$ cat config.mk
export PLATFORM = sky130hd
export DESIGN_NAME = mux_arbiter
export DESIGN_NICKNAME = d
export VERILOG_FILES = /design/src/rtl/mux_arbiter_pkg.sv /design/src/rtl/mux_arbiter_mux4.sv /design/src/rtl/mux_arbiter.sv
export SDC_FILE = /design/constraint.sdc
export NUM_CORES = 1
export LEC_CHECK = 0
export ABC_AREA = 1
export CAP_MARGIN = 40
export CORE_ASPECT_RATIO = 0.7
export CORE_MARGIN = 2
export CORE_UTILIZATION = 40
export CTS_BUF_LIST = sky130_fd_sc_hd__clkbuf_2 sky130_fd_sc_hd__clkbuf_4 sky130_fd_sc_hd__clkbuf_8
export CTS_CLUSTER_DIAMETER = 200
export DETAILED_ROUTE_END_ITERATION = 10
export GPL_ROUTABILITY_DRIVEN = 0
export PLACE_DENSITY = 0.69
export SKIP_CTS_REPAIR_TIMING = 1
export SYNTH_ARGS = -nofsm -noshare
export SYNTH_HDL_FRONTEND = slang
export SYNTH_HIERARCHICAL = 1
export SYNTH_SLANG_ARGS = --single-unit
$ cat constraint.sdc
create_clock -name clk -period 1.6 [get_ports clk]
set_clock_uncertainty 0.1 [all_clocks]
set_input_delay 0.24 -clock clk [delete_from_list [all_inputs] [get_ports clk]]
set_output_delay 0.24 -clock clk [all_outputs]
set_load 0.01 [all_outputs]
$ cat src/rtl/mux_arbiter_pkg.sv
// Shared definitions for the round-robin mux arbiter: state encoding,
// requester count and select/counter widths.
package mux_arbiter_pkg;

  localparam int N_REQ  = 4;
  localparam int SEL_W  = 2;
  localparam int HOLD_W = 4;

  typedef enum logic {
    ST_IDLE = 1'b0,
    ST_OWN  = 1'b1
  } state_t;

endpackage : mux_arbiter_pkg

$ cat src/rtl/mux_arbiter_mux4.sv
// Plain combinational 4:1 bit multiplexer steered by a binary select.
module mux_arbiter_mux4
  import mux_arbiter_pkg::*;
(
  input  logic             a,
  input  logic             b,
  input  logic             c,
  input  logic             d,
  input  logic [SEL_W-1:0] select,
  output logic             out
);

  always_comb begin
    case (select)
      2'd0:    out = a;
      2'd1:    out = b;
      2'd2:    out = c;
      default: out = d;
    endcase
  end

endmodule : mux_arbiter_mux4

$ cat src/rtl/mux_arbiter.sv
// Round-robin arbiter owning a 4:1 mux: bounded tenure per owner, same-edge
// re-arbitration on release, and a registered mux output with valid flag.
module mux_arbiter
  import mux_arbiter_pkg::*;
#(
  parameter int MAX_HOLD = 4
) (
  input  logic             clk,
  input  logic             rst_n,
  input  logic [N_REQ-1:0] req,
  input  logic [N_REQ-1:0] din,
  output logic [N_REQ-1:0] grant,
  output logic [SEL_W-1:0] select,
  output logic             busy,
  output logic             dout,
  output logic             dout_valid
);

  state_t              r_state;
  logic [SEL_W-1:0]    r_select;
  logic [SEL_W-1:0]    r_ptr;
  logic [HOLD_W-1:0]   r_hold_cnt;
  logic                r_dout;
  logic                r_dout_valid;

  state_t              w_state_nxt;
  logic [SEL_W-1:0]    w_select_nxt;
  logic [SEL_W-1:0]    w_ptr_nxt;
  logic [HOLD_W-1:0]   w_hold_nxt;
  logic                w_release;
  logic [SEL_W-1:0]    w_base;
  logic [SEL_W-1:0]    w_idx;
  logic [SEL_W-1:0]    w_winner;
  logic                w_found;
  logic                w_mux_out;

  mux_arbiter_mux4 u_mux (
    .a      (din[0]),
    .b      (din[1]),
    .c      (din[2]),
    .d      (din[3]),
    .select (r_select),
    .out    (w_mux_out)
  );

  // Search starts after the base (last owner or pointer); scanning from the
  // lowest priority upward lets the highest-priority hit overwrite the rest.
  always_comb begin
    w_release = (r_state == ST_OWN) &&
                (!req[r_select] || (r_hold_cnt == HOLD_W'(MAX_HOLD - 1)));
    w_base    = (r_state == ST_OWN) ? r_select : r_ptr;
    w_found   = 1'b0;
    w_winner  = w_base;
    w_idx     = w_base;
    for (int k = N_REQ; k >= 1; k--) begin
      w_idx = w_base + SEL_W'(k);
      if (req[w_idx]) begin
        w_found  = 1'b1;
        w_winner = w_idx;
      end
    end
  end

  // NOTE: every always_comb output gets a default first so no path leaves it
  // unassigned, which would otherwise infer a latch.
  always_comb begin
    w_state_nxt  = r_state;
    w_select_nxt = r_select;
    w_ptr_nxt    = r_ptr;
    w_hold_nxt   = r_hold_cnt;
    case (r_state)
      ST_IDLE: begin
        if (w_found) begin
          w_state_nxt  = ST_OWN;
          w_select_nxt = w_winner;
          w_hold_nxt   = '0;
        end
      end
      ST_OWN: begin
        if (w_release) begin
          w_ptr_nxt  = r_select;
          w_hold_nxt = '0;
          if (w_found) begin
            w_select_nxt = w_winner;
          end else begin
            w_state_nxt = ST_IDLE;
          end
        end else begin
          w_hold_nxt = r_hold_cnt + HOLD_W'(1);
        end
      end
      default: begin
        w_state_nxt = ST_IDLE;
        w_hold_nxt  = '0;
      end
    endcase
  end

  // NOTE: sequential state uses non-blocking assignments so every register
  // samples pre-edge values regardless of statement order.
  always_ff @(posedge clk or negedge rst_n) begin
    if (!rst_n) begin
      r_state      <= ST_IDLE;
      r_select     <= '0;
      r_ptr        <= SEL_W'(N_REQ - 1);
      r_hold_cnt   <= '0;
      r_dout       <= 1'b0;
      r_dout_valid <= 1'b0;
    end else begin
      r_state      <= w_state_nxt;
      r_select     <= w_select_nxt;
      r_ptr        <= w_ptr_nxt;
      r_hold_cnt   <= w_hold_nxt;
      r_dout       <= w_mux_out;
      r_dout_valid <= (r_state == ST_OWN);
    end
  end

  assign busy       = (r_state == ST_OWN);
  assign grant      = busy ? (N_REQ'(1) << r_select) : '0;
  assign select     = r_select;
  assign dout       = r_dout;
  assign dout_valid = r_dout_valid;

endmodule : mux_arbiter

# --- After elaboration in Yosys (flattened, before gate mapping) ---
# Cells that the tools add are included.
op_classes:
  shift: 1
  bitwise: 1
  n_reduce_logical: 5
  addsub: 4
  mux: 29
  eq_ne: 5
  order_cmp: 5
op_table:
  columns: ["op", "n"]
  rows:
  - ["less-than comparator 2 x 3 -> 1 bit, second input constant", 5]
  - ["two-way mux 2 bit", 6]
  - ["two-way mux 4 bit", 3]
  - ["two-way mux 1 bit", 11]
  - ["binary-select mux 1 bit (select 2 bit)", 5]
  - ["one-hot mux 4 bit (2 select lines)", 1]
  - ["adder 2 bit, second input constant", 2]
  - ["adder 4 x 1 -> 4 bit, second input constant", 1]
  - ["== test 4 x 2 -> 1 bit, second input constant", 1]
  - ["one-hot mux 2 bit (2 select lines)", 1]
  - ["left shift 1 x 2 -> 4 bit, first input constant", 1]
  - ["one-hot mux 1 bit (3 select lines)", 1]
  - ["adder 2 x 1 -> 2 bit, second input constant", 1]
  - ["== test 2 x 1 -> 1 bit, second input constant", 1]
  - ["== test 2 bit, second input constant", 1]
  - ["zero test 2 bit", 1]
  - ["inequality test 2 x 1 -> 1 bit, second input constant", 1]
  - ["inequality test 2 bit, second input constant", 1]
  - ["one-hot mux 1 bit (2 select lines)", 1]
  - ["AND reduction 2 bit", 1]
  - ["logical AND 1 bit", 1]
  - ["zero test 1 bit", 1]
  - ["logical OR 1 bit", 1]
  - ["NOT 1 bit", 1]
word_totals:
  reg_bits: 11
  out_inout_bits: 9
  input_bits: 10
  elab_cells: 56

# --- Logic depth before layout (Yosys ltp) ---
# Gate-level depths: netlist of the first run.
logic_depth:
  word_depth: 10
  mapped_depth: 14

# --- Cells and area by module ---
# Netlist of the first run, hierarchy kept.
modules_own_cells:
  columns: ["mod", "area_per_inst_um2", "cells_per_inst", "seq_area_each_um2", "instances"]
  rows:
  - ["mux_arbiter", 794.5, 119, 277.8, 1]
  - ["mux_arbiter_mux4", 51.3, 13, 0.0, 1]

# --- Least setup slack after synthesis of the first run ---
# No wires, ideal clock.
synth_timing:
  path_type: "flip-flop to flip-flop"
  startpoint: "reg r_select[0], in the netlist select[0]"
  endpoint: "reg r_select[0], in the netlist select[0]"
  slack_ns: -0.092
  required_time_ns: 1.383
  stages_incl_launch_ff: 13
  arrival_ns: 1.474
  period_less_slack_ns: 1.692
  cell_sequence: "dfrtp_1 > inv_1 > nand2_1 > nand2_4 > nand2_1 > nand2_1 > and2_2 > nand2_1 > nor2_1 > nor2_2 > inv_2 > nand2_1 > nand2_1"
synth_between:
  elab_chain_len: 10
  elab_cells_between_ends: 28
  cone_classes: "add/sub: 3; eq/ne: 1; mux: 21; reduce/logical: 3"
synth_rtl:
  columns: ["item", "line_no", "rtl"]
  rows:
  - ["from (decl)", "mux_arbiter.sv:20", "logic [SEL_W-1:0] r_select;"]
  - ["from (signal assigned)", "mux_arbiter.sv:111", "r_select <= w_select_nxt;"]
  - ["two-way mux 2 bit", "mux_arbiter.sv:51", "w_base = (r_state == ST_OWN) ? r_select : r_ptr;"]
  - ["adder 2 bit / binary-select mux 1 bit (select 2 bit) (equally long branches)", "mux_arbiter.sv:56, mux_arbiter.sv:57", null]
  - ["binary-select mux 1 bit (select 2 bit) / two-way mux 1 bit (equally long branches)", "mux_arbiter.sv:57", "if (req[w_idx]) begin"]
  - ["two-way mux 1 bit (not written as such)", "mux_arbiter.sv:57", null]
  - ["two-way mux 2 bit / two-way mux 1 bit (equally long branches) (3 in series)", "mux_arbiter.sv:57", null]
  - ["two-way mux 2 bit", "mux_arbiter.sv:73, mux_arbiter.sv:83", null]
  - ["two-way mux 2 bit", "mux_arbiter.sv:80", "if (w_release) begin"]
  - ["one-hot mux 2 bit (2 select lines)", "mux_arbiter.sv:71", "case (r_state)"]
# Parallel ways exist; a longest one is shown, timed or not. The select of a mux whose other input is x is not followed.
# A chain may end at the register's enable or synchronous reset.

# --- Worst setup path in the final report of the first run ---
layout_timing:
  startpoint: "reg r_state, in the netlist busy"
  endpoint: "reg r_select[1], in the netlist select[1]"
layout_between:
  elab_chain_len: 10
  elab_cells_between_ends: 25
  cone_classes: "add/sub: 3; eq/ne: 1; mux: 19; bitwise: 1; reduce/logical: 1"
layout_rtl:
  columns: ["item", "line_no", "rtl"]
  rows:
  - ["from (decl)", "mux_arbiter.sv:19", "state_t r_state;"]
  - ["from (signal assigned)", "mux_arbiter.sv:110", "r_state <= w_state_nxt;"]
  - ["two-way mux 2 bit", "mux_arbiter.sv:51", null]
  - ["adder 2 bit / binary-select mux 1 bit (select 2 bit) (equally long branches)", "mux_arbiter.sv:56, mux_arbiter.sv:57", null]
  - ["binary-select mux 1 bit (select 2 bit) / two-way mux 1 bit (equally long branches)", "mux_arbiter.sv:57", null]
  - ["two-way mux 1 bit (not written as such)", "mux_arbiter.sv:57", null]
  - ["two-way mux 2 bit / two-way mux 1 bit (equally long branches) (3 in series)", "mux_arbiter.sv:57", null]
  - ["two-way mux 2 bit", "mux_arbiter.sv:73, mux_arbiter.sv:83", null]
  - ["two-way mux 2 bit", "mux_arbiter.sv:80", null]
  - ["one-hot mux 2 bit (2 select lines)", "mux_arbiter.sv:71", null]
# Parallel ways exist; a longest one is shown, timed or not. The select of a mux whose other input is x is not followed.

==> impl_metrics.toml, run 1 <==
[critical_path]
ff2ff_path_depth = 14
worst_setup_path_start_kind = "flip-flop"
cp.arrival_ps = 1760
worstReg2RegEnd = "select[1]$_DFFE_PN0P_"
r2r-start = "busy$_DFF_PN0_"
cp-end-kind = "flip-flop"
worst_ep_required_time_ps = 1660
cp_common_cell = "nand2_2"
r2r_slack_ps = -100
critPathMaxStageDelay_ps = 470
path_max_fanout = 6
worst-setup-path-type = "reg -> reg"
crit_chain = "inv_4 > nand2_2 > nand2_4 > nand2_2 > nand2_2 > inv_2 > nand2_2 > nand2_4 > nand2_2 > nor2_2 > nor2_2 > inv_2 > nand2_1 > nand2_1"
setup.worst_path.start = "busy$_DFF_PN0_"
crit_slowest_cell = "dfrtp_2"

[clocking]
cts_tree = "yes"
cts_made_buffers = 3
clkLatencyLatePin_ps = 270
clk_pin_slew_worst_paths_ps = 70
htree_levels = 1
cts-root-buf = "clkbuf_4"
cts-root-to-sink-buffers = 2
cts_num_sinks = 11

[sta]
slew_violations = 0
layout_min_cycle_time_ps = 1700
final_hold_viol_count = 0
worstMarginPinSlew_ps = 466
rsz0062_at_grt = "true"
finalSetupViolations = 6
fin_crit_sh = 1.06
setup_slack_ps = -102
timing.fmax_ghz = 0.588
slew_headroom = 0.688
fin_tns_setup_ps = -383
holdWs_ps = 189

[floorplan]
die_x_um = 59.0
io_pins = 19
start_util = 0.441
fp.dieH_um = 42.5
rows = 13
fp.coreArea_mm2 = 0.00192
die_area_mm2 = 0.00250

[yosys]
synthCells = 132
synth_cell_types = 21
synth.area.top_cells = "dfrtp_1 (27%), nand2_1 (23%), nand2_2 (7.4%)"
synth_nets = 143
ys_warn_count = 6
ys_seq_area_frac = 0.328
syn_avg_cell_area_um2 = 6.41
synth_edf_count = 0
async_flop_share = 1.00
synth_most_common_cell = "nand2_1"
synth_area_um2 = 846
yosysTopAreaCell = "dfrtp_1"
ys_ff_latch = 11
synth_commonest_cells = "nand2_1 (51), inv_1 (14), nand3_1 (12)"
yosys_most_used_dff = "dfrtp_1"
synth.top_cell.area_share = 0.266

[detailed_routing]
ant_nets = 0
viasPerCell = 4.80
dr.pass1.iters = 7
drt-initial-drc-count = 31
wl_mm = 2.16
vias = 916
drc = 1
route.detailed.wl_per_inst_um = 11.3

[power]
power_density_mw_per_mm2 = 2480
irDropWorstVdd_v = 0.00116
p_leak_nw = 0.724

[final_layout]
layout.cells.non_filler = 191
final_nets = 181
final_area_mm2 = 0.00128
drive_gt1_frac = 0.361
antenna_cells = 0
area_growth_pct = 51.5

[place]
placed_area_mm2 = 0.00113
port_buffers = 18
dp.cells = 182
dp_hpwl_mm = 1.59

[flow_run]
max-cap-violations = 0

[global_route]
grtUsageMet2 = 0.264
grt_pass1_wl_mm = 3.32
grt_use_total = 0.171
antenna_found_initial = 0
grt_max_degree = 12
grtUsageMet1 = 0.236
overflow = 0
busiest_layer = "met2"
grt_pass1_vias = 780
use_met3 = 0.0463

[status]
failed_checks = "design-rule violations, negative setup slack"
run_status = "finished, violations left"

[min_path]
hp-class = "in -> async"
cells by family after synthesis:
logic type,after synthesis,synth area share
simple gates,88,0.485
buf+inv,20,0.0888
flops,11,0.328
compound gates,10,0.0621
xor+xnor,2,0.0207
fa+ha+maj,1,0.0148
routing by layer:
| layer | vias to the layer above | wire length [um] |
|---|---|---|
| met3 | 2 | 140 |
| met2 | 27 | 979 |
| met1 | 404 | 1030 |
| met4 | 0 | 14 |
| li1 | 483 | - |
| met5 | - | 0 |
flip-flops by register name, summed over array words and instances (netlist names):
name and cells:
r_hold_cnt 4, r_ptr 2, select 2, busy 1, dout 1, dout_valid 1
through the flow:
stage | power (mW) | setup WS, ps | utilization
after floorplan | 1.87 | 6.78 | -
after global placement | 2.57 | -204 | 0.589
after detailed placement | 2.61 | -200 | 0.589
after CTS | 2.82 | -301 | 0.605
after global routing | 3.51 | -236 | 0.668
final | 3.18 | -102 | 0.668
power breakdown:
part	internal (mW)	leakage (nW)	total [mW]	switching, mW
registers	0.426	0.126	0.561	0.136
logic	1.05	0.580	2.41	1.36
clock network	0.113	0.0184	0.204	0.0908
layout by cell type (no fill, tap or decap), types with 5 or more instances in the layout:
master	count
nand2_1	41
nand2_2	18
buf_4	14
nand3_1	12
inv_1	11
clkdlybuf4s50_1	11
dlymetal6s2s_1	7
nor2_1	6
inv_2	6
dfrtp_1	6
nand2_4	5
critical path, delay by kind of cell (launching register included):
| kind | cells | cell delay (ps) |
|---|---|---|
| buffers and inverters | 3 | 200 |
| DFF | 1 | 470 |
| and+or+nand+nor | 11 | 820 |
final cells by class:
class / instances / area [um^2]
Fill cell: 175 / 638
Multi-Input combinational cell: 101 / 548
Timing Repair Buffer: 33 / 314
Sequential cell: 11 / 282
Inverter: 20 / 80.1
Clock buffer: 4 / 30.0
Tap cell: 22 / 27.5
how the worst max path moves through the flow:
stage                                 end  slack [ps]
CTS                              grant[3]        -300
global placement    select[0]$_DFFE_PN0P_        -200
detailed placement  select[1]$_DFFE_PN0P_        -200
global route        select[1]$_DFFE_PN0P_        -240
finish              select[1]$_DFFE_PN0P_        -100
floorplan           select[1]$_DFFE_PN0P_           7
Power figures use the tool's default switching activity.
==> run 2: changes to the inputs <==
--- a/config.mk
+++ b/config.mk
@@ -14,7 +14,7 @@
 export CTS_CLUSTER_DIAMETER = 200
 export DETAILED_ROUTE_END_ITERATION = 10
 export GPL_ROUTABILITY_DRIVEN = 0
-export PLACE_DENSITY = 0.69
+export PLACE_DENSITY = 0.67
 export SKIP_CTS_REPAIR_TIMING = 1
 export SYNTH_ARGS = -nofsm -noshare
 export SYNTH_HDL_FRONTEND = slang
==> constraint.sdc (replaced) <==
create_clock -name clk -period 2.14 [get_ports clk]
set_clock_uncertainty 0.1 [all_clocks]
set_input_delay 0.321 -clock clk [delete_from_list [all_inputs] [get_ports clk]]
set_output_delay 0.321 -clock clk [all_outputs]
set_load 0.01 [all_outputs]
==> run 2 against run 1 <==
Sequential share of layout area up 3.7 points. Power down 38%. Highest routed layer unchanged. Utilization down 9.8 points. Largest cell class unchanged. Count of clock-buffer cells in the layout unchanged. Global-route usage up 0.99 points. Die area unchanged. Sequential power down 24%. Register-to-register slack better by 480 ps. First-iteration DRC count up 3.2%. The run ends with design-rule violations left.
==> impl_metrics.toml, run 2 (synthesis results as in run 1) <==
[clocking]
cts-root-buf = "clkbuf_4"
cts_num_sinks = 11
htree_levels = 1
cts-root-to-sink-buffers = 2
clk_pin_slew_worst_paths_ps = 70
cts_made_buffers = 3
clkLatencyLatePin_ps = 270
cts_tree = "yes"

[floorplan]
fp.dieH_um = 42.5
fp.coreArea_mm2 = 0.00192
rows = 13
io_pins = 19
die_x_um = 59.0
die_area_mm2 = 0.00250
start_util = 0.441

[sta]
layout_min_cycle_time_ps = 1990
timing.fmax_ghz = 0.502
slew_violations = 0
worstMarginPinSlew_ps = 467
fin_tns_setup_ps = 0
fin_crit_sh = 0.930
slew_headroom = 0.688
setup_slack_ps = 149
rsz0062_at_grt = "false"
finalSetupViolations = 0
final_hold_viol_count = 0

[critical_path]
cp.arrival_ps = 1570
worst_ep_required_time_ps = 1720
cp-end-kind = "output pin"
path_max_fanout = 5
ff2ff_path_depth = 12
worst-setup-path-type = "reg -> out"
crit_chain = "inv_2 > nand2_1 > nor2_1 > clkdlybuf4s50_1"
worstReg2RegEnd = "select[1]$_DFFE_PN0P_"
r2r-start = "busy$_DFF_PN0_"
worst_setup_path_start_kind = "flip-flop"
setup.worst_path.start = "select[0]$_DFFE_PN0P_"
setup.worst_path.end = "grant[0]"
r2r_slack_ps = 380
critPathMaxStageDelay_ps = 540
crit_slowest_cell = "clkdlybuf4s50_1"

[global_route]
antenna_found_initial = 0
grt_pass1_vias = 807
overflow = 0
grt_use_total = 0.181
grt_max_degree = 12
use_met3 = 0.0463
grtUsageMet1 = 0.248
busiest_layer = "met2"
grt_pass1_wl_mm = 3.41
grtUsageMet2 = 0.262

[power]
power_frac_seq = 0.215
p_leak_nw = 0.574
comb_power_share = 0.704
power_mw = 1.97
switching_share = 0.517
intPower_mw = 0.951
clkPwrFrac = 0.081
irDropWorstVdd_v = 0.000956
power.switching_mw = 1.02
power_density_mw_per_mm2 = 1800

[place]
dp_slack_ps = 246
port_buffers = 18
placed_area_mm2 = 0.00106
dp_hpwl_mm = 1.59

[detailed_routing]
route.detailed.wl_per_inst_um = 11.0
dr.pass1.iters = 8
wl_mm = 1.95
vias = 882
drt-initial-drc-count = 32
viasPerCell = 4.98
ant_nets = 0
drc = 2

[min_path]
hp-class = "in -> async"

[final_layout]
final_nets = 167
top_register = "r_hold_cnt"
drive_gt1_frac = 0.206
area_growth_pct = 29.3
largest_reg_flops = 4
final_area_mm2 = 0.00109
fill_cells = 193
antenna_cells = 0
final_cell_mix = "nand2_1 (51), clkdlybuf4s50_1 (18), inv_1 (13), nand3_1 (12), nand2_2 (10)"
final_common_cell = "nand2_1"
finish.utilization = 0.570

[flow_run]
max-cap-violations = 0

[status]
run_status = "finished, violations left"
failed_checks = "design-rule violations"
run 2: changes by cell type in the layout (fill, tap and decap cells not counted), sizes merged:
cell | before | now
buf | 15 | 1
clkdlybuf4s50 | 11 | 18
dlymetal6s2s | 7 | 0
run 2: metal layers:
layer | routed length, um | vias up | part of all wire
met2 | 852 | 24 | 0.44
met1 | 947 | 399 | 0.49
li1 | - | 455 | -
met4 | 29 | 0 | 0.015
met5 | 0 | - | 0
met3 | 120 | 4 | 0.062
run 2: final cells by class:
| class | count | area [um^2] | area share |
|---|---|---|---|
| repair buffers | 19 | 188 | 0.172 |
| multi-input cells | 101 | 493 | 0.451 |
| inverters | 20 | 75.1 | 0.0686 |
| flip-flops and latches | 11 | 280 | 0.256 |
| clock buffers | 4 | 30.0 | 0.0275 |
| well taps | 22 | 27.5 | 0.0252 |
run 2: worst min path at each step:
stage / startpoint / end
after floorplan: rst_n / busy$_DFF_PN0_
after global placement: r_hold_cnt[1]$_DFFE_PN0P_ / r_hold_cnt[1]$_DFFE_PN0P_
after detailed placement: r_hold_cnt[1]$_DFFE_PN0P_ / r_hold_cnt[1]$_DFFE_PN0P_
after CTS: rst_n / r_hold_cnt[1]$_DFFE_PN0P_
after global routing: rst_n / r_hold_cnt[1]$_DFFE_PN0P_
final: rst_n / r_hold_cnt[1]$_DFFE_PN0P_
run 2: power groups by stage:
stage	registers, mW	logic (mW)	clock network (mW)
floorplan	0.428	0.961	0
global placement	0.421	1.35	0
detailed placement	0.418	1.39	0
CTS	0.418	1.40	0.162
global route	0.444	1.57	0.172
finish	0.424	1.39	0.159
run 2: stage by stage:
stage                     instances  hold WS [ps]
final                           177           264
after global placement          173           389
after floorplan                 132         -74.6
after detailed placement        173           395
after CTS                       177           287
after global routing            177           307
run 2: critical path: cells and delay by family, from the launching register on:
kind / cells / cell delay (ps)
buf+inv: 2 / 650
simple gates: 2 / 200
flops: 1 / 440
